`config.mk`:
```
export PLATFORM = sky130hd
export DESIGN_NAME = net2_arbiter
export DESIGN_NICKNAME = d
export VERILOG_FILES = /design/src/rtl/net2_arbiter.sv
export SDC_FILE = /design/constraint.sdc
export NUM_CORES = 1
export LEC_CHECK = 0
export CAP_MARGIN = 20
export CELL_PAD_IN_SITES_DETAIL_PLACEMENT = 0
export CELL_PAD_IN_SITES_GLOBAL_PLACEMENT = 1
export CORE_UTILIZATION = 22
export DETAILED_ROUTE_END_ITERATION = 10
export PLACE_DENSITY_LB_ADDON = 0.1
export SETUP_SLACK_MARGIN = 0.02
export SLEW_MARGIN = 10
export SYNTH_ARGS = -nofsm -noshare
export SYNTH_HDL_FRONTEND = slang
export SYNTH_SLANG_ARGS = --single-unit
```
`constraint.sdc`:
```
create_clock -name CLK -period 1.62 [get_ports CLK]
set_input_delay 0.405 -clock CLK [delete_from_list [all_inputs] [get_ports CLK]]
set_output_delay 0.405 -clock CLK [all_outputs]
set_load 0.01 [all_outputs]
```
`src/rtl/net2_arbiter.sv`:
```
// ============================================================================
// Module   : net2_arbiter
// Purpose  : Two-requester round-robin arbiter feeding a single-entry output
//            register stage. Optional packet locking: NET2_ARBITER_PKT_LOCK_EN
// Revision : 1.0  initial release
// ============================================================================
`default_nettype none

module net2_arbiter #(
  parameter int WIDTH = 32
) (
  input  logic             CLK,
  input  logic             RST_N,
  input  logic [WIDTH-1:0] IN1_DATA,
  input  logic             IN1_VALID,
  input  logic             IN1_LAST,
  output logic             IN1_READY,
  input  logic [WIDTH-1:0] IN2_DATA,
  input  logic             IN2_VALID,
  input  logic             IN2_LAST,
  output logic             IN2_READY,
  output logic [WIDTH-1:0] OUT_DATA,
  output logic             OUT_VALID,
  output logic             OUT_LAST,
  input  logic             OUT_READY,
  output logic             OUT_SRC
);

  logic             out_valid_q, out_valid_d;
  logic [WIDTH-1:0] out_data_q,  out_data_d;
  logic             out_last_q,  out_last_d;
  logic             out_src_q,   out_src_d;
  logic             pri_q,       pri_d;
`ifdef NET2_ARBITER_PKT_LOCK_EN
  logic             lock_q,      lock_d;
  logic             lock_src_q,  lock_src_d;
`endif

  logic             load_ok;
  logic             gnt_vld;
  logic             gnt_src;
  logic             accept;
  logic [WIDTH-1:0] acc_data;
  logic             acc_last;

  assign load_ok = ~out_valid_q | OUT_READY;

  // Grant depends only on VALIDs, the pointer and lock state, never on data.
  always_comb begin
    gnt_vld = IN1_VALID | IN2_VALID;
    gnt_src = 1'b0;
    if (IN1_VALID && IN2_VALID) begin
      gnt_src = pri_q;
    end else if (IN2_VALID) begin
      gnt_src = 1'b1;
    end
`ifdef NET2_ARBITER_PKT_LOCK_EN
    if (lock_q) begin
      gnt_src = lock_src_q;
      gnt_vld = lock_src_q ? IN2_VALID : IN1_VALID;
    end
`endif
  end

  assign accept    = RST_N & load_ok & gnt_vld;
  assign IN1_READY = accept & ~gnt_src;
  assign IN2_READY = accept &  gnt_src;
  assign acc_data  = gnt_src ? IN2_DATA : IN1_DATA;
  assign acc_last  = gnt_src ? IN2_LAST : IN1_LAST;

  always_comb begin
    out_valid_d = out_valid_q;
    out_data_d  = out_data_q;
    out_last_d  = out_last_q;
    out_src_d   = out_src_q;
    pri_d       = pri_q;
`ifdef NET2_ARBITER_PKT_LOCK_EN
    lock_d      = lock_q;
    lock_src_d  = lock_src_q;
`endif
    if (load_ok) begin
      out_valid_d = gnt_vld;
      if (gnt_vld) begin
        out_data_d = acc_data;
        out_last_d = acc_last;
        out_src_d  = gnt_src;
      end
    end
    if (accept) begin
`ifdef NET2_ARBITER_PKT_LOCK_EN
      // Arbitration reopens only when the packet's final beat is taken.
      lock_d     = ~acc_last;
      lock_src_d = gnt_src;
      if (acc_last) begin
        pri_d = ~gnt_src;
      end
`else
      pri_d = ~gnt_src;
`endif
    end
  end

  always_ff @(posedge CLK) begin
    if (!RST_N) begin
      out_valid_q <= 1'b0;
      out_data_q  <= '0;
      out_last_q  <= 1'b0;
      out_src_q   <= 1'b0;
      pri_q       <= 1'b0;
`ifdef NET2_ARBITER_PKT_LOCK_EN
      lock_q      <= 1'b0;
      lock_src_q  <= 1'b0;
`endif
    end else begin
      out_valid_q <= out_valid_d;
      out_data_q  <= out_data_d;
      out_last_q  <= out_last_d;
      out_src_q   <= out_src_d;
      pri_q       <= pri_d;
`ifdef NET2_ARBITER_PKT_LOCK_EN
      lock_q      <= lock_d;
      lock_src_q  <= lock_src_d;
`endif
    end
  end

  assign OUT_DATA  = out_data_q;
  assign OUT_VALID = out_valid_q;
  assign OUT_LAST  = out_last_q;
  assign OUT_SRC   = out_src_q;

endmodule

`default_nettype wire

```
==> run metrics <==
outcome=finished, final reports clean; Clk Latency, worst-skew pair=0.29 ns; drt drc=0; normalized max-slew margin=79.7%; largest net degree at the start of global routing=24; WP data arrival=1.16 ns; dpl hpwl=3190 um; min cycle time layout=1.57 ns; clk sinks=36; min-delay worst type=reg -> reg; routability cong.=0.685; post-synthesis register bit count=36; Slew @ Worst Pin=0.305 ns; I/O Buffers=107; Setup violations, final=0; Synthesized Nets=229; PwrDens=788 nW/um^2; number of H-tree levels=2; via count of the routed design=1,508; Cell Area, Placed=2630 um^2; CTS clk-pin slew, worst paths=0.07 ns; I/O pin cnt=108; vias in the first global route=1,420; Mean Syn Cell Area=9.00 um^2; Finished Layout Cells=351; Slew Viols, Final=0; Die ar.=6790 um^2; nets=346; Clock Skew=0.00741 ns; final instance area=2800 um^2; Routed Antenna Nets=0; async set or reset register ratio after synthesis=0%; routed len/inst=12.4 um; Hold WS=0.444 ns; Die H=82.4 um; Synth-to-Final Area Change=97.2%; first-pass GRT wire length=6630 um; Worst EP required=1.21 ns; Pleak=1.61 nW; drt via density=4.30; number of max-cap violations=0; drt initial violations=38; overall routing resource usage=13.1%; Synth cell types=20; top-count cell post-synth=nand2_1; CTS tree=done; sequential-to-total area share from yosys stat=50.7%; EDFF count, synth=0; top cells by area, synth=dfxtp_1 51%, nand2_1 15%, a22oi_1 12%, mux2i_1 7.7%, o21ai_1 3.9%; RSZ-0062 raised after global routing=yes; total number of yosys warnings=0; fin crit share=96.9%; Mapped Cells=158; starting density of the core=23.5%; DR pass1 iterations=4; Post-CTS Hold Buffers=0; Synth top cells by count=55 x nand2_1, 36 x dfxtp_1, 22 x a22oi_1, 11 x mux2i_1, 11 x o21ai_1; CP Capture Type=primary output; Synth Flop Type=dfxtp_1; initial antenna violation count=0; Peak VDD IR=0.000414 V; Std-Cell Rows=28; fill cell count=623; leading area contributor after synthesis=dfxtp_1; Setup Crit Path Kind=in -> out; Max clock buf depth=2; DIE WIDTH=82.4 um; CTS root buf=clkbuf_8; routed wire length=4360 um; grt ovf=0; placed cell count=341; core footprint=6060 um^2; Syn Std Cell Area=1420 um^2; worst-path fanout max=2; final hold viol count=0; layout cells sized above 1=11.2%; total CTS buffers=5; ant diodes=0; Max Fclk=637 MHz; post-synth top area share=50.7%; Startpoint Class=input port
[cells by family after synthesis]
group	after synthesis	synth area share, %
simple gates	59	16.3
buf+inv	12	4.75
flops	36	50.7
compound gates	40	20.5
mux	11	7.75
[per-layer routing]
layer	routed length, um	share of wire [%]	global-route usage (%)
met2	1990	46	20.8
met3	413	9.5	4.73
met5	0	0	0
met4	45	1.0	5.26
met1	1910	44	15.9
[critical path: stages]
cell             delay, ns
clkdlybuf4s15_1       0.19
inv_2                 0.05
a2111oi_4             0.31
buf_2                 0.20
[worst paths after layout]
check / start / endpoint / slack, ns / cells after the start
worst max-delay path: RST_N / IN1_READY / 0.05 / 4
worst min-delay path: OUT_DATA[31] / OUT_DATA[31] / 0.44 / 2
worst max register to register: OUT_VALID / OUT_DATA[4] / 0.29 / 6
worst min register to register: OUT_DATA[31] / OUT_DATA[31] / 0.44 / 2
[through the flow]
stage | TNS, ns | utilization, % | power [W] | worst slack [ns]
after global routing | -0.0172 | 46.2 | 0.00234 | -0.0172
after global placement | -12.07 | 43.5 | 0.00159 | -0.722
after detailed placement | -12.35 | 43.5 | 0.00159 | -0.714
final | 0 | 46.2 | 0.00221 | 0.0503
after floorplan | 0 | - | 0.00121 | 0.130
after CTS | -0.0861 | 45.0 | 0.00227 | -0.0861
[flip-flops by register name, summed over array words and instances, names as in the netlist]
signal	cells
OUT_SRC	1
OUT_LAST	1
pri_q	1
OUT_VALID	1
OUT_DATA	32
[repair_timing]
action                                  CTS  global route
pin swaps                                 1             2
gates resized for setup                  20            35
buffers inserted                          2             0
endpoints found under the setup margin   27            30
[cell type report]
| cell class | count | area, um^2 | share of cell area [%] |
|---|---|---|---|
| Tap cell | 75 | 93.8 | 3.35 |
| Timing Repair Buffer | 120 | 1240 | 44.2 |
| Inverter | 2 | 7.51 | 0.268 |
| Multi-Input combinational cell | 110 | 646 | 23.0 |
| Sequential cell | 36 | 723 | 25.8 |
| Clock buffer | 7 | 86.3 | 3.08 |
| Clock inverter | 1 | 7.51 | 0.268 |
[power by group]
part / internal (W) / total [W] / switching, W
registers: 0.000964 / 0.00100 / 0.0000360
clock network: 0.000346 / 0.000667 / 0.000322
logic: 0.000341 / 0.000541 / 0.000200
total: 0.00165 / 0.00221 / 0.000558
[layout by cell type, fill, tap and decap left out, types with 2 or more instances in the layout]
cell type and count:
mux2i_1 11, buf_4 11, clkdlybuf4s15_1 2, clkbuf_2 2
o21ai_1 11, dfxtp_1 34, buf_2 2, dfxtp_2 2
clkdlybuf4s50_1 69, dlymetal6s2s_1 28, buf_12 2, a21o_1 2
nand2_1 55, a22oi_1 22, dlygate4sd2_1 4, clkbuf_8 6
inv_2 2
Note: power is estimated with default switching activity, not from simulation.
